[src/rtl/reg_xfer_seq_8088.sv]
// reg_xfer_seq_8088: register-transfer sequencer driving the 8088 register bank.
// Revision: 1.0 - initial release.
`default_nettype none

module reg_xfer_seq_8088 #(
  parameter logic [3:0] LAST_REG = 4'hD,
  parameter logic [3:0] GP_LAST  = 4'h3
) (
  input  logic        clk,
  input  logic        reset,
  input  logic        cmd_valid,
  output logic        cmd_ready,
  input  logic [1:0]  cmd_op,
  input  logic [3:0]  cmd_dst,
  input  logic [3:0]  cmd_src,
  input  logic        cmd_size,
  input  logic        cmd_dst_hi,
  input  logic        cmd_src_hi,
  input  logic [15:0] cmd_imm,
  output logic        busy,
  output logic        done,
  output logic        err,
  output logic        rb_en_write,
  output logic [3:0]  rb_reg_write,
  output logic [15:0] rb_write_data,
  output logic        rb_size,
  output logic        rb_select_high_low,
  output logic [3:0]  rb_reg_read1,
  output logic [3:0]  rb_reg_read2,
  input  logic [15:0] rb_read_data1,
  input  logic [15:0] rb_read_data2
);

  localparam logic [1:0] OP_MOV  = 2'd0;
  localparam logic [1:0] OP_XCHG = 2'd1;
  localparam logic [1:0] OP_LDI  = 2'd2;
  localparam logic [1:0] OP_INC  = 2'd3;

  typedef enum logic [2:0] {
    S_IDLE   = 3'd0,
    S_READ   = 3'd1,
    S_WR_DST = 3'd2,
    S_WR_SRC = 3'd3,
    S_DONE   = 3'd4
  } state_t;

  state_t      state, state_next;
  logic [1:0]  op_q;
  logic [3:0]  dst_q, src_q;
  logic        size_q, dst_hi_q, src_hi_q, err_q;
  logic [15:0] imm_q, word1_q, word2_q;

  logic        two_op, illegal;
  logic [7:0]  byte1, byte2, inc_byte;
  logic [15:0] src_val, dst_val, inc_val, ldi_val;

  // MOV and XCHG are the only ops that read a source register.
  assign two_op  = (cmd_op == OP_MOV) || (cmd_op == OP_XCHG);
  assign illegal = (cmd_dst > LAST_REG) || (two_op && (cmd_src > LAST_REG)) ||
                   (!cmd_size && (cmd_dst > GP_LAST)) ||
                   (!cmd_size && two_op && (cmd_src > GP_LAST));

  // word1 holds src (MOV/XCHG) or dst (INC); word2 holds dst for XCHG.
  assign byte1    = (op_q == OP_INC ? dst_hi_q : src_hi_q) ? word1_q[15:8] : word1_q[7:0];
  assign byte2    = dst_hi_q ? word2_q[15:8] : word2_q[7:0];
  assign inc_byte = byte1 + 8'd1;
  assign src_val  = size_q ? word1_q : {8'h00, byte1};
  assign dst_val  = size_q ? word2_q : {8'h00, byte2};
  assign inc_val  = size_q ? (word1_q + 16'd1) : {8'h00, inc_byte};
  assign ldi_val  = size_q ? imm_q : {8'h00, imm_q[7:0]};

  assign busy = (state != S_IDLE);

  always_ff @(posedge clk) begin
    if (reset) begin
      state    <= S_IDLE;
      op_q     <= 2'd0;
      dst_q    <= 4'd0;
      src_q    <= 4'd0;
      size_q   <= 1'b0;
      dst_hi_q <= 1'b0;
      src_hi_q <= 1'b0;
      imm_q    <= 16'd0;
      err_q    <= 1'b0;
      word1_q  <= 16'd0;
      word2_q  <= 16'd0;
    end else begin
      state <= state_next;
      if (state == S_IDLE && cmd_valid) begin
        op_q     <= cmd_op;
        dst_q    <= cmd_dst;
        src_q    <= cmd_src;
        size_q   <= cmd_size;
        dst_hi_q <= cmd_dst_hi;
        src_hi_q <= cmd_src_hi;
        imm_q    <= cmd_imm;
        err_q    <= illegal;
      end
      if (state == S_READ) begin
        word1_q <= rb_read_data1;
        word2_q <= rb_read_data2;
      end
    end
  end

  always_comb begin
    state_next         = state;
    cmd_ready          = 1'b0;
    done               = 1'b0;
    err                = 1'b0;
    rb_en_write        = 1'b0;
    rb_reg_write       = 4'd0;
    rb_write_data      = 16'd0;
    rb_size            = 1'b0;
    rb_select_high_low = 1'b0;
    rb_reg_read1       = 4'd0;
    rb_reg_read2       = 4'd0;
    case (state)
      S_IDLE: begin
        cmd_ready = !reset;
        if (cmd_valid) begin
          if (illegal)               state_next = S_DONE;
          else if (cmd_op == OP_LDI) state_next = S_WR_DST;
          else                       state_next = S_READ;
        end
      end
      S_READ: begin
        rb_reg_read1 = (op_q == OP_INC) ? dst_q : src_q;
        rb_reg_read2 = (op_q == OP_INC) ? 4'd0 : dst_q;
        state_next   = S_WR_DST;
      end
      S_WR_DST: begin
        rb_en_write        = 1'b1;
        rb_reg_write       = dst_q;
        rb_size            = size_q;
        rb_select_high_low = !size_q && dst_hi_q;
        case (op_q)
          OP_LDI:  rb_write_data = ldi_val;
          OP_INC:  rb_write_data = inc_val;
          default: rb_write_data = src_val;
        endcase
        state_next = (op_q == OP_XCHG) ? S_WR_SRC : S_DONE;
      end
      S_WR_SRC: begin
        rb_en_write        = 1'b1;
        rb_reg_write       = src_q;
        rb_size            = size_q;
        rb_select_high_low = !size_q && src_hi_q;
        rb_write_data      = dst_val;
        state_next         = S_DONE;
      end
      S_DONE: begin
        done       = 1'b1;
        err        = err_q;
        state_next = S_IDLE;
      end
      default: state_next = S_IDLE;
    endcase
  end

endmodule

`default_nettype wire

[config.mk]
export PLATFORM = sky130hd
export DESIGN_NAME = reg_xfer_seq_8088
export DESIGN_NICKNAME = d
export VERILOG_FILES = /design/src/rtl/reg_xfer_seq_8088.sv
export SDC_FILE = /design/constraint.sdc
export NUM_CORES = 1
export LEC_CHECK = 0
export CORE_MARGIN = 2
export CORE_UTILIZATION = 30
export CTS_CLUSTER_DIAMETER = 80
export DETAILED_ROUTE_END_ITERATION = 8
export SYNTH_ARGS = -nofsm -noshare
export SYNTH_HDL_FRONTEND = slang
export SYNTH_SLANG_ARGS = --single-unit
[constraint.sdc]
create_clock -name clk -period 3.05 [get_ports clk]
set_input_delay 0.4575 -clock clk [delete_from_list [all_inputs] [get_ports clk]]
set_output_delay 0.4575 -clock clk [all_outputs]
set_load 0.02 [all_outputs]
==> flow_summary.ini <==
[run_status]
status = completed

[run]
maxCapViolCount = 0

[worst_setup_path]
rr_worst_depth = 5
cp_num_cells = 8
worst_setup_path_start_kind = register
path_cells = buf_6, nand2_1, mux2i_4, buf_4, mux2_2, o221ai_1, o22ai_1, dlygate4sd2_1
critical_path.top_delay_family = buffers and inverters
path_class = register to output port
critPathMaxStageDelay_ns = 0.35
worst_ep_required_time_ns = 2.59
crit_arrival_ns = 2.52
critPathCaptureType = output port
critPathSlowestCell = dlygate4sd2_1
path_buf_inv = 3
cp_max_fo = 24

[global_route]
grtUsageTotal_pct = 20.7
grt_max_degree = 64
grt-ovfl-total = 0
antenna_found_initial = 0
first_global_vias = 4188
grt_pass1_wl_mm = 22.7

[worst_hold_path]
min_path_type = register to register
hold_depth = 2

[timing]
worst_slew_pin_slew_ns = 0.976
fin_crit_sh_pct = 97.7
rsz0062_at_grt = yes
hold_viol_final = 0
finalClockSkew_ns = 0.00512
slew_violations = 0
slew_headroom_pct = 34.8
max_freq_mhz = 335
report.final.setup_viol = 0
holdWs_ns = 0.454
fin_ws_ns = 0.0688
fin_crit_ns = 2.98

[placed_design]
placed_cells = 802
port_buffers = 98
dpl_worst_slack_ns = -0.228
dp_hpwl_mm = 10.8
globalplace.congestion = 0.910

[synthesis]
ys_seq_area_share_pct = 33.7
syn_inst = 538
synth_area_leaders = dfxtp_1, nand2_1, a21oi_1
synth_area_leader_cell = dfxtp_1
async_reset_ff_share_pct = 0
syn_nets = 604
ys_types = 57
synth_common_cells = nand2_1, a21oi_1, dfxtp_1, clkbuf_1, nor2_1
netlist.area_leader.share_pct = 33.7
synth_seq_cells = 65
synth_edf_count = 0
synth.most_common_cell = nand2_1
synthFlopType = dfxtp_1
synth_warnings = 0
synth_area_per_cell_um2 = 7.17
synth.cell_area_um2 = 3860

[route]
wire_per_inst_um = 17.3
drt-vias-per-instance = 5.15
first_pass_iters = 4
drt-total-wl_mm = 14.2
vias = 4227
route.detailed.drc = 0
drt_iter0_markers = 290
ant_nets = 0

[finish]
multi_input_area_um2 = 2400
final_nets = 710
diodes = 0
regArea_um2 = 1310
area_growth_pct = 44.7
finalNonFillerCells = 821
fillCellCount = 1298
drive_gt1_share_pct = 15.4

[die]
core-area_um2 = 12600
io_pins = 99
dieHeight_um = 117
row_count = 41
dieArea_um2 = 13800
initial_utilization_pct = 30.7
die_w_um = 117

[clock_network]
cts.hold.buffers_added = 0
cts_tree = done
clock-sinks = 65
cts_buffer_depth = 2
numCtsBuffers = 9
root_buffer = clkbuf_16
clock_latency_ns = 0.33
h-tree-depth = 3
cts.clk_slew.worst_paths_ns = 0.06

[power]
leakagePower_nw = 2.10
powerDensity_nw_per_um2 = 435
ir_drop_mv = 0.302
==> flip-flops by register name, summed over array words and instances (netlist names) <==
register  cells
imm_q        16
word1_q      16
word2_q      16
dst_q         4
src_q         4
state         3
op_q          2
dst_hi_q      1
err_q         1
size_q        1
src_hi_q      1
==> worst paths after layout <==
check	end	slack, ns	from
worst max-delay path	rb_write_data[5]	0.07	op_q[1]
worst min-delay path	imm_q[3]	0.45	imm_q[3]
worst max register to register	imm_q[14]	0.83	state[0]
worst min register to register	imm_q[3]	0.45	imm_q[3]
==> repair_timing <==
item | CTS | global route
gates resized for setup | 35 | 22
pin swaps | 4 | 9
setup buffers | 2 | 1
endpoints found under the setup margin | 14 | 11
gates cloned | 0 | 0
==> metal layers <==
metal	track usage, %	vias up	wire length [um]
met3	4.43	22	845
met4	7.83	0	383
met1	26.7	1985	6390
li1	-	2079	-
met5	0	-	0
met2	33.9	141	6620
==> cell families after synthesis <==
kind of cell	share of synthesized area, %
AND/OR/NAND/NOR	26.1
multiplexers	9.18
adder cells (fa/ha/maj)	0.649
buffers and inverters	6.42
XOR/XNOR	2.04
AO/OA/AOI/OAI	21.8
flip-flops	33.7
==> cell usage in the layout (no fill, tap or decap), types with 5 or more instances in the layout <==
cell type | netlist | routed
a21oi_1 | 80 | 80
a31oi_1 | 8 | 7
and3_1 | 6 | 6
buf_4 | 0 | 41
clkbuf_16 | 0 | 9
clkdlybuf4s50_1 | 0 | 81
dfxtp_1 | 65 | 58
dfxtp_2 | 0 | 7
dlygate4sd2_1 | 0 | 7
dlymetal6s2s_1 | 0 | 6
inv_1 | 11 | 10
mux2_2 | 7 | 5
mux2i_1 | 23 | 23
nand2_1 | 149 | 148
nand2b_1 | 6 | 6
nand3_1 | 11 | 8
nand4_1 | 6 | 6
nor2_1 | 27 | 26
nor3_1 | 9 | 7
o21ai_0 | 11 | 10
o22ai_1 | 10 | 9
xor2_1 | 6 | 6
==> metrics by stage <==
| stage | instance area [um^2] | total power [mW] | setup TNS, ns | util, % |
|---|---|---|---|---|
| 3_3_place_gp | 5150 | 1.37 | -0.308 | 41.0 |
| 4_1_cts | 5510 | 2.44 | 0 | 43.8 |
| 2_1_floorplan | 3860 | 1.18 | 0 | - |
| 5_1_grt | 5580 | 2.53 | -0.0721 | 44.4 |
| 6_report | 5580 | 2.43 | 0 | 44.4 |
| 3_5_place_dp | 5150 | 1.38 | -0.439 | 41.0 |
==> report_power, final <==
group / total [mW] / internal [mW] / leakage (nW) / switching (mW)
Sequential: 0.941 / 0.897 / 0.533 / 0.0441
Combinational: 0.428 / 0.205 / 1.41 / 0.223
Clock: 1.06 / 0.674 / 0.155 / 0.382
Total: 2.43 / 1.78 / 2.10 / 0.649
==> worst min-delay path, cell delays in order (launching register included) <==
cell     delay [ns]
dfxtp_1        0.30
nand2_1        0.05
a21oi_1        0.05
==> layout make-up <==
cell class                      count  area share (%)
Multi-Input combinational cell    415            43.0
Tap cell                          172            3.86
Timing Repair Buffer              140            23.3
Clock buffer                       11            4.53
Clock inverter                      5           0.964
Sequential cell                    65            23.5
Inverter                           13           0.874
Note: power is estimated with default switching activity, not from simulation.
